--- src/rtl/fetch_pkg.sv ---
// Shared types and constants for the instruction-fetch front end.
package fetch_pkg;

  localparam logic [31:0] RESET_PC_DEFAULT = 32'h0000_3000;
  localparam logic [31:0] NOP_INSTR        = 32'h0000_0000;
  localparam logic [31:0] PC_STEP          = 32'd4;

  // One buffered fetch result as seen by decode.
  typedef struct packed {
    logic [31:0] pc;
    logic [31:0] instr;
    logic        exc;
  } fetch_entry_t;

endpackage

--- src/rtl/fetch_fifo.sv ---
// Small circular FIFO of fetch entries with flush; head reads as zero when empty.
module fetch_fifo
  import fetch_pkg::*;
#(
  parameter  int unsigned DEPTH = 2,
  localparam int unsigned CW    = $clog2(DEPTH + 1),
  localparam int unsigned PW    = $clog2(DEPTH)
) (
  input  logic         clk,
  input  logic         rst_n,
  input  logic         push,
  input  fetch_entry_t din,
  input  logic         pop,
  input  logic         flush,
  output fetch_entry_t head,
  output logic [CW-1:0] count
);

  fetch_entry_t  mem [DEPTH];
  logic [PW-1:0] rd_ptr;
  logic [PW-1:0] wr_ptr;

  function automatic logic [PW-1:0] ptr_inc(input logic [PW-1:0] p);
    return (p == PW'(DEPTH - 1)) ? '0 : p + 1'b1;
  endfunction

  // Storage, pointers and occupancy; flush discards everything at once.
  always_ff @(posedge clk or negedge rst_n) begin
    if (!rst_n) begin
      rd_ptr <= '0;
      wr_ptr <= '0;
      count  <= '0;
      for (int unsigned i = 0; i < DEPTH; i++) begin
        mem[i] <= '0;
      end
    end else if (flush) begin
      rd_ptr <= '0;
      wr_ptr <= '0;
      count  <= '0;
    end else begin
      if (push) begin
        mem[wr_ptr] <= din;
        wr_ptr      <= ptr_inc(wr_ptr);
      end
      if (pop) begin
        rd_ptr <= ptr_inc(rd_ptr);
      end
      case ({push, pop})
        2'b10:   count <= count + 1'b1;
        2'b01:   count <= count - 1'b1;
        default: count <= count;
      endcase
    end
  end

  // Present the oldest entry, or all-zero when nothing is buffered.
  always_comb begin
    head = '0;
    if (count != '0) begin
      head = mem[rd_ptr];
    end
  end

endmodule

--- src/rtl/fetch_stage.sv ---
// Instruction-fetch front end: owns the fetch PC, issues single outstanding
// memory requests, buffers results and hands {pc, instr} to decode.
// Optional build macro FETCH_ADEL_EN: misaligned fetch PCs produce an
// address-error entry instead of a memory request, then fetch stalls until redirect.
module fetch_stage
  import fetch_pkg::*;
#(
  parameter logic [31:0] RESET_PC = RESET_PC_DEFAULT,
  parameter int unsigned DEPTH    = 2
) (
  input  logic        clk,
  input  logic        reset,
  output logic        imem_req,
  output logic [31:0] imem_addr,
  input  logic        imem_rvalid,
  input  logic [31:0] imem_rdata,
  input  logic        redirect_valid,
  input  logic [31:0] redirect_pc,
  output logic        id_valid,
  input  logic        id_ready,
  output logic [31:0] id_pc,
  output logic [31:0] id_instr,
  output logic        id_exc
);

  localparam int unsigned CW = $clog2(DEPTH + 1);

  logic [31:0]   pc_q;
  logic          out_q;
  logic          drop_q;
  logic [CW-1:0] count;
  fetch_entry_t  head;
  fetch_entry_t  push_data;
  logic          pop;
  logic          resp_push;
  logic          adel_push;
  logic          push;
  logic          can_issue;
  logic          issue;
`ifdef FETCH_ADEL_EN
  logic          stall_q;
`endif

  // Handshake, issue and push decisions for the current cycle.
  always_comb begin
    pop       = (count != '0) && id_ready && !redirect_valid;
    resp_push = imem_rvalid && out_q && !drop_q && !redirect_valid;
    can_issue = !redirect_valid && (!out_q || imem_rvalid) &&
                ((32'(count) + 32'(out_q)) < (DEPTH + 32'(pop)));
`ifdef FETCH_ADEL_EN
    issue     = can_issue && !stall_q && (pc_q[1:0] == 2'b00);
    adel_push = can_issue && !stall_q && (pc_q[1:0] != 2'b00) && !resp_push;
`else
    issue     = can_issue;
    adel_push = 1'b0;
`endif
    push = resp_push || adel_push;
    // pc_q already advanced past the outstanding request, so its address is one step back.
    if (resp_push) begin
      push_data = '{pc: pc_q - PC_STEP, instr: imem_rdata, exc: 1'b0};
    end else begin
      push_data = '{pc: pc_q, instr: NOP_INSTR, exc: 1'b1};
    end
  end

  // Fetch PC, outstanding-request and drop-next-response tracking.
  always_ff @(posedge clk or negedge reset) begin
    if (!reset) begin
      pc_q   <= RESET_PC;
      out_q  <= 1'b0;
      drop_q <= 1'b0;
    end else if (redirect_valid) begin
      pc_q   <= redirect_pc;
      out_q  <= out_q && !imem_rvalid;
      drop_q <= out_q && !imem_rvalid;
    end else begin
      if (issue) begin
        pc_q  <= pc_q + PC_STEP;
        out_q <= 1'b1;
      end else if (imem_rvalid) begin
        out_q <= 1'b0;
      end
      if (imem_rvalid) begin
        drop_q <= 1'b0;
      end
    end
  end

`ifdef FETCH_ADEL_EN
  // Hold fetch after an address error until decode redirects.
  always_ff @(posedge clk or negedge reset) begin
    if (!reset) begin
      stall_q <= 1'b0;
    end else if (redirect_valid) begin
      stall_q <= 1'b0;
    end else if (adel_push) begin
      stall_q <= 1'b1;
    end
  end
`endif

  fetch_fifo #(.DEPTH(DEPTH)) u_fifo (
    .clk   (clk),
    .rst_n (reset),
    .push  (push),
    .din   (push_data),
    .pop   (pop),
    .flush (redirect_valid),
    .head  (head),
    .count (count)
  );

  // Memory request port and decode-facing outputs.
  always_comb begin
    imem_req  = issue && reset;
    imem_addr = pc_q;
    id_valid  = (count != '0);
    id_pc     = head.pc;
    id_instr  = head.instr;
    id_exc    = head.exc;
  end

endmodule

--- config.mk ---
export PLATFORM = sky130hd
export DESIGN_NAME = fetch_stage
export DESIGN_NICKNAME = d
export VERILOG_FILES = /design/src/rtl/fetch_pkg.sv /design/src/rtl/fetch_fifo.sv /design/src/rtl/fetch_stage.sv
export SDC_FILE = /design/constraint.sdc
export NUM_CORES = 1
export LEC_CHECK = 0
export ABC_AREA = 1
export CAP_MARGIN = 10
export CORE_AREA = 3 3 135 150
export CTS_BUF_LIST = sky130_fd_sc_hd__clkbuf_4 sky130_fd_sc_hd__clkbuf_8 sky130_fd_sc_hd__clkbuf_16
export DETAILED_ROUTE_END_ITERATION = 10
export DIE_AREA = 0 0 138 153
export PLACE_DENSITY = 0.85
export REMOVE_ABC_BUFFERS = 1
export SLEW_MARGIN = 20
export SYNTH_ARGS = -nofsm -noshare
export SYNTH_HDL_FRONTEND = slang
export SYNTH_HIERARCHICAL = 1
export SYNTH_SLANG_ARGS = --single-unit
--- constraint.sdc ---
create_clock -name clk -period 2 [get_ports clk]
set_input_delay 0.4 -clock clk [delete_from_list [all_inputs] [get_ports clk]]
set_output_delay 0.4 -clock clk [all_outputs]
set_load 0.01 [all_outputs]
Word level (Yosys, flattened, before mapping)

Cells that the tools add are included.

Memories: 0
Bits in latches: 0
RAM bits: 0
Register bits: 168
Input port bits: 69
Output and inout port bits: 99
Bits in read-only memories: 0

Equality and inequality tests: 2
$mul: 0
Reduce and logical (&&, ||, !) cells: 23
Divide/modulo/power cells: 0
Order comparisons: 4
Shift operators: 0
Mux-type cells: 22
Bitwise gates (word level): 3
Add/sub/neg operators: 8

Operators with widths:

| cell                                                                  | number |
|---|---|
| 65-bit 2-to-1 mux                                                     | 6 |
| 130-bit bitwise mux                                                   | 1 |
| 65-bit demux with 1-bit select                                        | 1 |
| 32-bit 2-to-1 mux                                                     | 2 |
| 32-bit by 3-bit adder with 32-bit output (second input constant)      | 1 |
| 32-bit by 3-bit subtractor with 32-bit output (second input constant) | 1 |
| 1-bit logical AND                                                     | 10 |
| 1-bit 2-to-1 mux                                                      | 10 |
| 2-bit nonzero test                                                    | 5 |
| 3-bit nonzero test                                                    | 2 |
| 2-bit >= comparator (second input constant)                           | 2 |
| 1-bit zero test                                                       | 4 |
| 1-bit inverter with 2-bit output                                      | 2 |
| 2-bit one-hot mux with 2 select lines                                 | 1 |
| 2-bit by 1-bit adder with 3-bit output                                | 1 |
| 2-bit by 1-bit adder with 3-bit output (first input constant)         | 1 |
| 3-bit < comparator                                                    | 1 |
| 1-bit adder (second input constant)                                   | 2 |
| 2-bit by 1-bit adder with 2-bit output (second input constant)        | 1 |
| 2-bit by 1-bit == test with 1-bit output (second input constant)      | 1 |
| 2-bit == test (second input constant)                                 | 1 |
| 2-bit by 1-bit < comparator with 1-bit output (second input constant) | 1 |
| 2-bit 2-to-1 mux                                                      | 1 |
| 2-bit AND reduction                                                   | 1 |
| 3 further kinds                                                       | 3 |

Logic depth before layout (Yosys ltp)

Depth after elaboration: 8
Gate-level depth with buffers: 12

Modules after synthesis

The synthesis kept the hierarchy.

By module, submodules not included:

| module      | seq. area each (um2) | cells an instance | area each (um2) | instances |
|---|---|---|---|---|
| fetch_fifo  | 3353.2               | 731               | 6185.9          | 1 |
| fetch_stage | 853.3                | 718               | 3965.1          | 1 |

Least setup slack after synthesis

Ideal clock, no wire load.

Path kind: reg2out
Start: register u_fifo.count[0]
End: output imem_req
Buffers on the path: 2
Cell stages (with the launch flop): 8
Slack: 132 ps
Arrival: 1468 ps
Data required time: 1600 ps
Path through: dfrtp_1 > ha_1 > ha_1 > nand2_1 > nand3_1 > buf_6 > buf_4 > nor2_1

Longest elaborated chain between the ends: 7
Elaborated cells between the ends (all ways): 8

RTL lines:

| what                                   | line               | text |
|---|---|---|
| from (decl)                            | fetch_fifo.sv:16   | `output logic [CW-1:0] count` |
| from (signal assigned)                 | fetch_fifo.sv:49   | `2'b10: count <= count + 1'b1;` |
| from (signal assigned)                 | fetch_fifo.sv:50   | `2'b01: count <= count - 1'b1;` |
| from (signal assigned)                 | fetch_fifo.sv:51   | `default: count <= count;` |
| 2-bit nonzero test                     | fetch_stage.sv:46  | `pop = (count != '0) && id_ready && !redirect_valid;` |
| 1-bit logical AND (2 in a row)         | fetch_stage.sv:46  |  |
| 2-bit by 1-bit adder with 3-bit output | fetch_stage.sv:49  | `((32'(count) + 32'(out_q)) < (DEPTH + 32'(pop)));` |
| 3-bit < comparator (*)                 | fetch_stage.sv:49  |  |
| 1-bit logical AND (*)                  | fetch_stage.sv:48  | `can_issue = !redirect_valid && (!out_q \|\| imem_rvalid) &&` |
| 1-bit logical AND (*)                  | fetch_stage.sv:115 | `imem_req = issue && reset;` |
| to (decl)                              | fetch_stage.sv:13  | `output logic imem_req,` |

Mark *: on every way between the ends. The rest lies on a longest branch, timed or not.

Worst setup path in the final report

Start: register u_fifo.count[0]
End: output id_pc[17]

Longest elaborated chain between the ends: 2

RTL lines:

| what               | line              | text |
|---|---|---|
| 2-bit nonzero test | fetch_fifo.sv:59  | `if (count != '0) begin` |
| 65-bit 2-to-1 mux  | fetch_fifo.sv:59  |  |
| to (decl)          | fetch_stage.sv:21 | `output logic [31:0] id_pc,` |

Every way passes these cells.

==> impl_metrics.tcl <==
set metrics [dict create \
    fin_worst_skew_ns 0.00791 \
    post_dp_cell_area_sq_um 12100 \
    final_common_cell "nand2_1" \
    drv_cap 0 \
    tns_ns -3.81 \
    layout_setup_ws_ns -0.181 \
    drc 0 \
    power.net_switching_mw 6.72 \
    cp_top_family "buffers and inverters" \
    ios 168 \
    synthXorXnorAreaFrac 0.0181 \
    post_synth.cell_area_avg_sq_um 7.01 \
    yosys_register_bits 168 \
    drt_first_pass_iters 5 \
    wl_um 30100 \
    fin_util 0.700 \
    status "complete, but fails checks" \
    cts_made_buffers 17 \
    violations "setup timing" \
    synthMuxAreaShare 0 \
    synthDistinctLibCells 33 \
    cp_max_fo 6 \
    yosys_warnings 6 \
    sequentialPowerShare 0.340 \
    clkPwrFrac 0.201 \
    post_drt_wl_per_cell_um 16.0 \
    finalMaxSlewViolations 0 \
    cts.path.max_buffers 2 \
    h-tree-depth 4 \
    path_cells "buf_6, inv_6, nand2_8, clkinvlp_4, buf_4, a21oi_2, buf_2" \
    max_slew_margin 0.391 \
    synth-edff-count 0 \
    seq_area_frac_synth 0.414 \
    die_y_um 153 \
    most-common-layout-cells "nand2_1 (516), inv_1 (158), dfrtp_1 (142)" \
    cts_root_buf "clkbuf_16" \
    worstSetupEndpointType "primary output" \
    internal-power_mw 9.23 \
    hold_path.class "primary input to asynchronous set/reset pin" \
    grt_pass1_wl_um 47300 \
    crit_slowest_cell "dfrtp_1" \
    drive_gt1_frac 0.211 \
    ant_nets 0 \
    vdd_drop_max_mv 0.707 \
    hpwl_um 19100 \
    cts.sinks 168 \
    rows 53 \
    via_per_inst 5.36 \
    first_iter_violations 892 \
    finalCritPeriodShare 1.09 \
    syn_inst 1449 \
    finalNetCount 1698 \
    die_w_um 138 \
    synth_ff_type "dfrtp_1" \
    whs_ns 0.122 \
    grt_max_degree 169 \
    vias 10098 \
    ctsHoldBuffers 0 \
    core_area_sq_um 19000 \
    antenna_found_initial 0 \
    start_util 0.535 \
    required_ns 1.60 \
    start_kind "register" \
    routabilityCongestion 0.924 \
    tightestPinTransition_ns 0.914 \
    portBuffers 167 \
    antenna_cells 0 \
    hold_viol 0 \
    ys_async_sr_fraction 1.00 \
    synth_top_family_by_area "simple AND/OR/NAND/NOR gates" \
    synth_fa_ha_area_frac 0.00493 \
    min_period_ns 2.18 \
    cts_tree "built" \
    powerDensity_nw_per_um2 1200 \
    p_leak_nw 6.19 \
    synthToLayoutAreaGrowth_pct 30.9 \
    grtUsageTotal 0.270 \
    setup_viol_count_final 46 \
    final_cell_area_sq_um 13300 \
    arrival_ns 1.78 \
    synth_compound_gate_area_share 0.122 \
    max_freq_mhz 459 \
    path_class "register to primary output" \
    p_comb_frac 0.459 \
    netlist_area_sq_um 10200 \
    swShare 0.421 \
    clkLatencyLatePin_ns 0.43 \
    rsz0062_at_grt "true" \
    overflow 0 \
    synth-simple-area-share 0.317 \
    cp_num_buf_inv 5 \
    crit_path_max_incr_delay_ns 0.37 \
    grt_pass1_vias 9649 \
    path_clk_slew_ns 0.07 \
    die_area_sq_um 21100 \
    preCtsSetupSlack_ns -0.622 \
]
==> path summary, 6_finish.rpt <==
| path | start | endpoint | slack [ns] | depth (start not counted) |
|---|---|---|---|---|
| max | u_fifo/count[0] | id_pc[17] | -0.18 | 7 |
| min | reset | u_fifo/mem[20] | 0.12 | 2 |
| max reg2reg | out_q | u_fifo/mem[106] | 0.12 | 10 |
| min reg2reg | u_fifo/mem[120] | u_fifo/mem[120] | 0.48 | 2 |
| max in group asynchronous | reset | imem_addr[22] | 1.12 | 2 |
| min in group clk | u_fifo/mem[120] | u_fifo/mem[120] | 0.48 | 2 |
==> sequential cells by signal, summed over array words and instances, names as in the netlist <==
signal	flops
out_q	1
u_fifo/rd_ptr	1
imem_addr	32
drop_q	1
u_fifo/count	2
u_fifo/wr_ptr	1
u_fifo/mem	130
==> layout make-up <==
| class | count | area, sq um |
|---|---|---|
| sequential | 168 | 4240 |
| timing repair buffer | 246 | 2440 |
| tap | 247 | 309 |
| inverter | 167 | 644 |
| timing repair inverter | 1 | 7.51 |
| multi-input combinational | 1024 | 5080 |
| clock buffer | 17 | 425 |
| clock inverter | 14 | 140 |
| fill | 1475 | 5680 |
==> cell usage after synthesis, types with 5 or more instances <==
cell / instances / area share
a21oi_1: 66 / 0.033
buf_2: 29 / 0.014
buf_4: 13 / 0.0096
buf_6: 27 / 0.030
clkbuf_1: 17 / 0.0063
dfrtp_1: 166 / 0.41
inv_1: 162 / 0.060
inv_2: 5 / 0.0018
nand2_1: 522 / 0.19
nand2_2: 6 / 0.0037
nand3_1: 79 / 0.039
nand4_1: 14 / 0.0086
nor2_1: 124 / 0.046
nor2_2: 14 / 0.0086
nor2_4: 6 / 0.0067
o21ai_0: 60 / 0.030
o21ai_1: 59 / 0.029
o21ai_2: 35 / 0.030
xnor2_1: 5 / 0.0043
xor2_1: 16 / 0.014
==> cell families (layout without fill, tap and decap cells) <==
group / Yosys count / after routing
buffers and inverters: 257 / 445
xor gates and xnor gates: 21 / 21
DFF: 168 / 168
AOI/OAI and AO/OA: 221 / 221
adders and majority gates: 4 / 4
and+or+nand+nor: 778 / 778
==> power groups by stage <==
stage | Sequential (mW) | Clock, mW | Combinational, mW
detailed placement | 5.41 | 0 | 6.17
global placement | 5.36 | 0 | 6.04
finish | 5.42 | 3.21 | 7.32
global route | 5.54 | 3.39 | 7.94
floorplan | 5.27 | 0 | 3.16
CTS | 5.34 | 3.23 | 6.50
==> per-layer routing <==
layer / wire (um) / global-route usage / up-vias
met5: 0 / 0 / -
met4: 870 / 0.0904 / 0
met3: 1740 / 0.0460 / 75
met2: 15100 / 0.471 / 409
met1: 12400 / 0.342 / 4761
li1: - / - / 4853
==> through the flow <==
stage          instances  total power [mW]
4_1_cts             1871              15.1
6_report            1884              15.9
2_1_floorplan       1359              8.43
3_5_place_dp        1829              11.6
3_3_place_gp        1829              11.4
5_1_grt             1884              16.9
==> timing repair <==
item	4_1_cts	5_1_grt
setup endpoints to repair	215	103
pin swaps	2	11
resized for setup	298	113
gates cloned	3	4
setup buffers	8	9
Power figures use the tool's default switching activity.
